===== src/rtl/mips_ifetch_pkg.sv =====
// Shared types and target helpers for the MIPS instruction-fetch stage.
package mips_ifetch_pkg;
  localparam int INSTR_W  = 32;
  localparam int JIDX_W   = 26;
  // Widest PC the helpers and the entry struct carry; users truncate to XLEN.
  localparam int XLEN_MAX = 64;

  typedef struct packed {
    logic [XLEN_MAX-1:0] pc;
    logic [INSTR_W-1:0]  instr;
  } fq_entry_t;

  function automatic logic [XLEN_MAX-1:0] br_target(input logic [XLEN_MAX-1:0] pcplus4,
                                                    input logic [XLEN_MAX-1:0] imm);
    return pcplus4 + (imm << 2);
  endfunction

  function automatic logic [XLEN_MAX-1:0] jmp_target(input logic [XLEN_MAX-1:0] pcplus4,
                                                     input logic [JIDX_W-1:0]   jidx);
    return (pcplus4 & ~XLEN_MAX'(32'h0FFF_FFFF)) | (XLEN_MAX'(jidx) << 2);
  endfunction
endpackage


===== src/rtl/mips_ifetch_fifo.sv =====
// Synchronous DEPTH x W FIFO with flush, occupancy count and same-cycle push/pop.
module mips_ifetch_fifo #(
  parameter int DEPTH = 4,
  parameter int W     = 32
) (
  input  logic                       clk,
  input  logic                       rst,
  input  logic                       flush,
  input  logic                       push,
  input  logic [W-1:0]               wdata,
  input  logic                       pop,
  output logic [W-1:0]               rdata,
  output logic [$clog2(DEPTH+1)-1:0] count
);
  localparam int PW = $clog2(DEPTH);
  localparam int CW = $clog2(DEPTH + 1);

  logic [DEPTH-1:0][W-1:0] mem;
  logic [PW-1:0]           wr_ptr, rd_ptr;

  // Head is read straight from storage; a push is never bypassed to rdata.
  assign rdata = mem[rd_ptr];

  always_ff @(posedge clk or negedge rst) begin
    if (!rst) begin
      mem    <= '0;
      wr_ptr <= '0;
      rd_ptr <= '0;
      count  <= '0;
    end else if (flush) begin
      wr_ptr <= '0;
      rd_ptr <= '0;
      count  <= '0;
    end else begin
      if (push) begin
        mem[wr_ptr] <= wdata;
        wr_ptr      <= wr_ptr + PW'(1);
      end
      if (pop) rd_ptr <= rd_ptr + PW'(1);
      count <= count + CW'(push) - CW'(pop);
    end
  end
endmodule


===== src/rtl/mips_ifetch_unit.sv =====
// Instruction fetch: owns the PC, issues credit-limited imem requests and
// buffers returned words for decode; branches and jumps redirect and squash.
module mips_ifetch_unit
  import mips_ifetch_pkg::*;
#(
  parameter int              XLEN     = 32,
  parameter int              FQ_DEPTH = 4,
  parameter logic [XLEN-1:0] RESET_PC = '0
) (
  input  logic               clk,
  input  logic               rst,
  output logic               imem_req_valid,
  input  logic               imem_req_ready,
  output logic [XLEN-1:0]    imem_req_addr,
  input  logic               imem_rsp_valid,
  input  logic [INSTR_W-1:0] imem_rsp_data,
  output logic               if_valid,
  input  logic               if_ready,
  output logic [INSTR_W-1:0] if_instr,
  output logic [XLEN-1:0]    if_pc,
  output logic [XLEN-1:0]    if_pcplus4,
  input  logic               ex_br,
  input  logic               ex_zero,
  input  logic [XLEN-1:0]    ex_pcplus4,
  input  logic [XLEN-1:0]    ex_imm,
  input  logic               id_jmp,
  input  logic [JIDX_W-1:0]  id_jidx,
  input  logic [XLEN-1:0]    id_pcplus4
);
  localparam int          CW      = $clog2(FQ_DEPTH + 1);
  localparam int          EW      = XLEN + INSTR_W;
  localparam logic [CW:0] CREDITS = (CW+1)'(FQ_DEPTH);

  logic [XLEN-1:0] pc, target, tag_head;
  logic [CW-1:0]   fq_count, tag_count, outstanding, discard;
  logic [CW:0]     in_use;
  logic [EW-1:0]   fq_rdata;
  fq_entry_t       head;
  logic            started, br_take, redirect, req_fire, rsp_keep, fq_pop;

  assign br_take  = ex_br & ex_zero;
  assign redirect = br_take | id_jmp;
  assign target   = br_take ? XLEN'(br_target(XLEN_MAX'(ex_pcplus4), XLEN_MAX'(ex_imm)))
                            : XLEN'(jmp_target(XLEN_MAX'(id_pcplus4), id_jidx));

  // Credits cover both queued words and requests still in flight, so the
  // queue can always absorb every response it is going to keep.
  assign in_use         = {1'b0, fq_count} + {1'b0, outstanding};
  assign imem_req_valid = started & ~redirect & (in_use < CREDITS);
  assign imem_req_addr  = pc;
  assign req_fire       = imem_req_valid & imem_req_ready;

  assign rsp_keep = imem_rsp_valid & (discard == '0) & ~redirect & (tag_count != '0);
  assign if_valid = (fq_count != '0);
  assign fq_pop   = if_valid & if_ready & ~redirect;

  mips_ifetch_fifo #(.DEPTH(FQ_DEPTH), .W(XLEN)) u_tag_fifo (
    .clk   (clk),
    .rst   (rst),
    .flush (redirect),
    .push  (req_fire),
    .wdata (pc),
    .pop   (rsp_keep),
    .rdata (tag_head),
    .count (tag_count)
  );

  mips_ifetch_fifo #(.DEPTH(FQ_DEPTH), .W(EW)) u_entry_fifo (
    .clk   (clk),
    .rst   (rst),
    .flush (redirect),
    .push  (rsp_keep),
    .wdata ({tag_head, imem_rsp_data}),
    .pop   (fq_pop),
    .rdata (fq_rdata),
    .count (fq_count)
  );

  assign head.pc    = XLEN_MAX'(fq_rdata[INSTR_W +: XLEN]);
  assign head.instr = fq_rdata[INSTR_W-1:0];
  assign if_instr   = head.instr;
  assign if_pc      = XLEN'(head.pc);
  assign if_pcplus4 = if_pc + XLEN'(4);

  always_ff @(posedge clk or negedge rst) begin
    if (!rst) begin
      pc          <= RESET_PC;
      outstanding <= '0;
      discard     <= '0;
      started     <= 1'b0;
    end else begin
      started     <= 1'b1;
      outstanding <= outstanding + CW'(req_fire) - CW'(imem_rsp_valid);
      if (redirect) begin
        pc      <= target;
        // Everything still in flight belongs to the old stream.
        discard <= outstanding - CW'(imem_rsp_valid);
      end else begin
        if (req_fire) pc <= pc + XLEN'(4);
        if (imem_rsp_valid && discard != '0) discard <= discard - CW'(1);
      end
    end
  end
endmodule


===== config.mk =====
export PLATFORM = sky130hd
export DESIGN_NAME = mips_ifetch_unit
export DESIGN_NICKNAME = d
export VERILOG_FILES = /design/src/rtl/mips_ifetch_pkg.sv /design/src/rtl/mips_ifetch_fifo.sv /design/src/rtl/mips_ifetch_unit.sv
export SDC_FILE = /design/constraint.sdc
export NUM_CORES = 1
export LEC_CHECK = 0
export CELL_PAD_IN_SITES_DETAIL_PLACEMENT = 0
export CELL_PAD_IN_SITES_GLOBAL_PLACEMENT = 2
export CORE_MARGIN = 2
export CORE_UTILIZATION = 35
export CTS_CLUSTER_SIZE = 28
export DETAILED_ROUTE_END_ITERATION = 7
export PLACE_DENSITY_LB_ADDON = 0.25
export SLEW_MARGIN = 30
export SYNTH_ARGS = -nofsm -noshare
export SYNTH_HDL_FRONTEND = slang
export SYNTH_SLANG_ARGS = --single-unit

===== constraint.sdc =====
create_clock -name clk -period 2.85 [get_ports clk]
set_clock_uncertainty 0.2 [all_clocks]
set_input_delay 0.285 -clock clk [delete_from_list [all_inputs] [get_ports clk]]
set_output_delay 0.285 -clock clk [all_outputs]
set_load 0.05 [all_outputs]

# --- Word level (Yosys, flattened, before mapping) ---
# Index checks and enable logic that the tools add are counted.
totals:
  register_bits: 437
  input_bits: 162
  output_inout_bits: 130
op_classes:
  muxes: 25
  reduce_logical: 13
  magnitude_cmp: 7
  n_addsub: 16
  bitwise: 12
ops:
  columns: ["cell", "count"]
  rows:
  - ["$bwmux 256", 1]
  - ["$mux 32", 5]
  - ["$bmux 64 s2", 1]
  - ["$bwmux 128", 1]
  - ["$demux 64 s2", 1]
  - ["$mux 64", 2]
  - ["$add 32x3->32 const B", 2]
  - ["$bmux 32 s2", 1]
  - ["$demux 32 s2", 1]
  - ["$add 32x32->32", 1]
  - ["$or 32x28->32", 1]
  - ["$mux 2", 8]
  - ["$lt 2x3->1 const B", 4]
  - ["$mux 3", 4]
  - ["$sub 3x1->3", 4]
  - ["$add 3x1->3", 3]
  - ["$and 1x1->1", 9]
  - ["$reduce_bool 3->1", 3]
  - ["$add 2x1->2 const B", 4]
  - ["$reduce_bool 2->1", 4]
  - ["$add 3x3->4", 1]
  - ["$ge 2x1->1 const B", 2]
  - ["$lt 4x3->1 const B", 1]
  - ["$reduce_and 2->1", 2]
  - ["5 further kinds", 7]

# --- Logic depth before layout (Yosys ltp) ---
logic_depth:
  word_depth: 9
  depth_mapped: 14
  depth_no_buf: 13

# --- Hierarchy ---
# Synthesis repeated with hierarchy kept, for this count alone.
hier_totals:
  cells_unflattened: 1604
  hier_area_um2: 23316.1
modules_own_cells:
  columns: ["mod", "n_inst", "area_each_um2", "seq_area_each_um2", "cells_each"]
  rows:
  - ["mips_ifetch_fifo (u_entry_fifo)", 1, 12339.3, 6581.3, 657]
  - ["mips_ifetch_fifo (u_tag_fifo)", 1, 6397.4, 3378.2, 346]
  - ["mips_ifetch_unit", 1, 4579.4, 975.9, 601]

# --- Least setup slack after synthesis ---
# Ideal clock, no wire load.
synth_timing:
  path_kind: "register -> output"
  from: "register u_entry_fifo.rd_ptr[0]"
  to: "output if_pcplus4[30]"
  setup_slack_ns: -0.632
  stages_incl_launch_ff: 8
  t_arrival_ns: 2.997
  cell_sequence: "dfrtp_1 -> buf_6 -> mux4_1 -> and3_1 -> and3_4 -> and3_4 -> and4_1 -> xor2_1"
synth_via:
  elab_chain_len: 3
synth_lines:
  columns: ["element", "line_no", "rtl"]
  rows:
  - ["from (decl)", "mips_ifetch_fifo.sv:19", "logic [PW-1:0] wr_ptr, rd_ptr;"]
  - ["from (signal assigned)", "mips_ifetch_fifo.sv:39", "if (pop) rd_ptr <= rd_ptr + PW'(1);"]
  - ["$bmux 64 s2", "mips_ifetch_fifo.sv:22", "assign rdata = mem[rd_ptr];"]
  - ["$mux 64 (implied by the code)", "mips_ifetch_fifo.sv:22", null]
  - ["named net if_pc[21]", "mips_ifetch_unit.sv:20", "output logic [XLEN-1:0] if_pc,"]
  - ["$add 32x3->32", "mips_ifetch_unit.sv:83", "assign if_pcplus4 = if_pc + XLEN'(4);"]
  - ["to (decl)", "mips_ifetch_unit.sv:21", "output logic [XLEN-1:0] if_pcplus4,"]
# The timed path passes the listed nets, and every way through them passes these cells. The select of a mux whose other input is x is not followed.

# --- Worst setup path in the final report ---
layout_timing:
  from: "register u_entry_fifo.rd_ptr[0]"
  to: "output if_pcplus4[25]"
layout_via:
  elab_chain_len: 3
layout_lines:
  columns: ["element", "line_no"]
  rows:
  - ["$bmux 64 s2", "mips_ifetch_fifo.sv:22"]
  - ["$mux 64 (implied by the code)", "mips_ifetch_fifo.sv:22"]
  - ["$add 32x3->32", "mips_ifetch_unit.sv:83"]
# Every way passes these cells. The select of a mux whose other input is x is not followed.

==> metrics.md <==
| Metric | Value |
|---|---|
| Status | finished with violations |
| Failing checks | negative setup slack |
| Top-count cell post-synth | dfrtp_1 |
| Router iterations before antenna repair | 5 |
| Combinational family with the most area after synthesis | multiplexers |
| Crit-path slowest cell | dfrtp_4 |
| Filler cell count | 5,582 |
| P_leak | 14.1 nW |
| Maximum VDD drop | 0.000444 V |
| Setup WS post-layout | -0.695 ns |
| Cells after synthesis | 1,643 |
| Synth Flop Type | dfrtp_1 |
| FF+latch area | 10,900 µm² |
| Nets | 2,287 |
| Die Wd | 254 µm |
| Crit. Startpoint | u_entry_fifo.rd_ptr[0] |
| Num CTS Buffers | 49 |
| Flops & latches, synth | 437 |
| Simple logic cell fraction of the synthesized area | 6.74% |
| RSZ-0062 raised after global routing | true |
| Reg2Reg Capture Point | outstanding[2] |
| Netlist Area Pre-Place | 21,900 µm² |
| Worst r2r src | outstanding[2] |
| Number of top-level pins | 292 |
| CP Capture Type | primary output |
| Total number of vias | 15,000 |
| Max stage delay on crit path | 0.57 ns |
| Global route hottest layer | met2 |
| R2R depth | 11 |
| Syn_nets | 1,860 |
| Vias in the first global route | 16,200 |
| Pin count of the biggest net entering global routing | 89 |
| Worst relative slew slack | 59.5% |
| Final worst-path cycle share | 124% |
| Die Area | 64,500 µm² |
| Deepest clock path buffer count | 3 |
| Mux share of post-synthesis cell area | 29.2% |
| Area grow syn2layout | 35.8% |
| Compound-gate portion of the synthesized area | 5.53% |
| First-pass GRT wire length | 91,500 µm |
| Vias per cell | 5.09 |
| Seq/Total Area, Yosys | 50.0% |
| CP required | 2.37 ns |
| Final core utilization | 48.1% |
| Hold_ws | 0.0525 ns |
| HP Class | input pin to flop |
| Startpoint Class | flop |
| Initial antenna violation count | 0 |
| WL final | 57,800 µm |
| H-tree depth | 2 |
| GRT Total Usage | 18.1% |
| Synthesized area per cell | 13.3 µm² |
| Cell Chain, Critical Path | buf_12, mux4_2, and2_4, nand4_4, buf_6, nor3_4, and2_4, nand3_4, xnor2_4, buf_12 |
| Post-DP Area | 27,500 µm² |
| CTS tree | built |
| Post-DP HPWL | 40,400 µm |
| Cell row count | 91 |
| CTS root buf | clkbuf_16 |
| Die height | 254 µm |
| R2r setup slk | 0.08 ns |
| CP max FO | 7 |
| Maxcap violations | 0 |
| Distinct cell type count after synthesis | 74 |
| Grt met2 use | 29.6% |
| Final Instance Area | 29,700 µm² |
| Final ANT Viol Nets | 0 |
| Ys async rst share | 100% |
| Synth area leaders | dfrtp_1 50%, mux2_2 19%, mux4_2 9.3%, ha_1 2.9%, nand2_1 1.7% |
| Core box area | 61,700 µm² |
| Worst-Margin Slew | 0.606 ns |
| Port Buffers | 261 |
| Mean routed wirelength per cell | 19.6 µm |
| Met3 Track Usage GR | 3.79% |
| Tmin final | 3.54 ns |
| Slew Viols, Final | 0 |
| Warnings, synthesis | 0 |
| CTS sink count | 437 |
| Fraction of layout cells with a size suffix above 1 | 44.4% |
| Fmax | 282 MHz |
| Violation count after the first detailed-route iteration | 670 |
| Worst Path Arrival | 3.06 ns |
| Hold Fails Final Rpt | 0 |
| Total power | 16.9 mW |
| # setup viols final | 51 |
| Post-synth top area cell | dfrtp_1 |
| Power Dens Cells | 567 nW/µm² |
| Starting density of the core | 35.5% |
| Top cells by instance count after synthesis | 437 x dfrtp_1, 373 x mux2_2, 101 x nand2_1 |
| Worst-path clk slew | 0.06 ns |
| Synth Area in Adders | 3.28% |
| Crit Path Class | flop to primary output |
| Number of synthesized flops with an enable pin | 0 |
| Footprint of the multi-input gates | 11,100 µm² |
| GP Congestion | 0.783 |
| CP endpoint | if_pcplus4[25] |
| Post-synthesis xor/xnor area fraction | 2.88% |
| Drt drc | 0 |
| Top-area cell type share of the netlist area | 50.0% |
| Clk Latency, worst-skew pair | 0.58 ns |
| GR Util met1 | 24.7% |
| GR Overflow Total | 0 |
worst max-delay path: cells and delay by family, from the launching register on:
kind | cells | cell delay, ns
multiplexers | 1 | 0.36
buffers and inverters | 3 | 0.47
AND/OR/NAND/NOR | 5 | 0.87
XOR/XNOR | 1 | 0.20
flip-flops | 1 | 0.57
placed cells by master (no fill, tap or decap), types with 7 or more instances in the layout:
cell	count
dfrtp_1	433
clkbuf_8	8
clkdlybuf4s50_1	163
ha_1	47
clkbuf_1	15
nor3_1	7
clkbuf_16	52
xnor2_4	10
o21ai_0	48
nor2_1	54
nand4_1	14
nand2b_1	7
buf_8	10
nor2_4	7
a21oi_1	55
mux2_2	373
xnor2_1	21
a21o_1	10
buf_12	60
o211ai_1	10
xnor2_2	8
a31oi_1	12
and3_1	16
nand2_4	8
clkinv_2	9
xor2_1	21
and4_1	7
nand3_1	36
buf_4	205
buf_6	29
mux4_2	95
xor2_4	10
nand2_1	89
inv_1	30
worst min-delay path by stage:
stage | cells past startpoint | endpoint | start
2_1_floorplan | 0 | discard[0] | rst
3_3_place_gp | 1 | u_entry_fifo.mem[98] | rst
3_5_place_dp | 1 | u_entry_fifo.rd_ptr[0] | rst
4_1_cts | 3 | imem_req_addr[1] | ex_pcplus4[1]
5_1_grt | 3 | imem_req_addr[1] | ex_pcplus4[1]
6_report | 3 | imem_req_addr[1] | ex_pcplus4[1]
flip-flops by register name, summed over array words and instances (netlist names):
name and flops:
u_entry_fifo.mem 256, u_tag_fifo.mem 128, imem_req_addr 32, discard 3
outstanding 3, u_entry_fifo.count 3, u_tag_fifo.count 3, u_entry_fifo.rd_ptr 2
u_entry_fifo.wr_ptr 2, u_tag_fifo.rd_ptr 2, u_tag_fifo.wr_ptr 2, started 1
cell type report:
cell class              count  share of cell area, %
diodes                      1                0.00842
clock buffers              74                   4.86
clock inverters            13                  0.484
inverters                  32                  0.404
multi-input cells        1080                   37.4
flip-flops and latches    437                   36.8
well taps                 837                   3.52
repair buffers            470                   16.5
metal layers:
metal  vias to the layer above  routed length [µm]
li1                       6926                   -
met1                      7715               26700
met2                       291               27200
met3                        60                2890
met4                         0                1010
met5                         -                   0
through the flow:
step                worst slack [ns]  TNS (ns)  instances
finish                        -0.695    -14.65       2944
floorplan                     -0.213     -2.29       1643
detailed placement            -0.599     -7.85       2833
CTS                           -0.767    -19.46       2933
global route                  -0.816    -22.59       2943
global placement              -0.549     -6.89       2833
report_power, final:
| group | switching [mW] | leakage (nW) | internal, mW |
|---|---|---|---|
| clock | 2.52 | 0.786 | 3.74 |
| combinational | 2.03 | 7.32 | 1.64 |
| sequential | 0.289 | 5.99 | 6.65 |
| total | 4.83 | 14.1 | 12.0 |
what timing repair did:
action	4_1_cts	5_1_grt
hold buffers	1	0
endpoints found under the hold margin	396	0
gates cloned	1	1
endpoints found under the setup margin	71	78
pin swaps	17	17
setup buffers	11	14
resized for setup	57	40
kinds of logic (layout without fill, tap and decap cells):
logic type | count (synthesis) | in the layout
multiplexers | 470 | 470
flip-flops | 437 | 437
other | 1 | 2
AND/OR/NAND/NOR | 289 | 289
buffers and inverters | 126 | 589
XOR/XNOR | 72 | 72
adder cells (fa/ha/maj) | 55 | 55
AO/OA/AOI/OAI | 193 | 193
No activity file was read; power rests on OpenSTA's default activity.
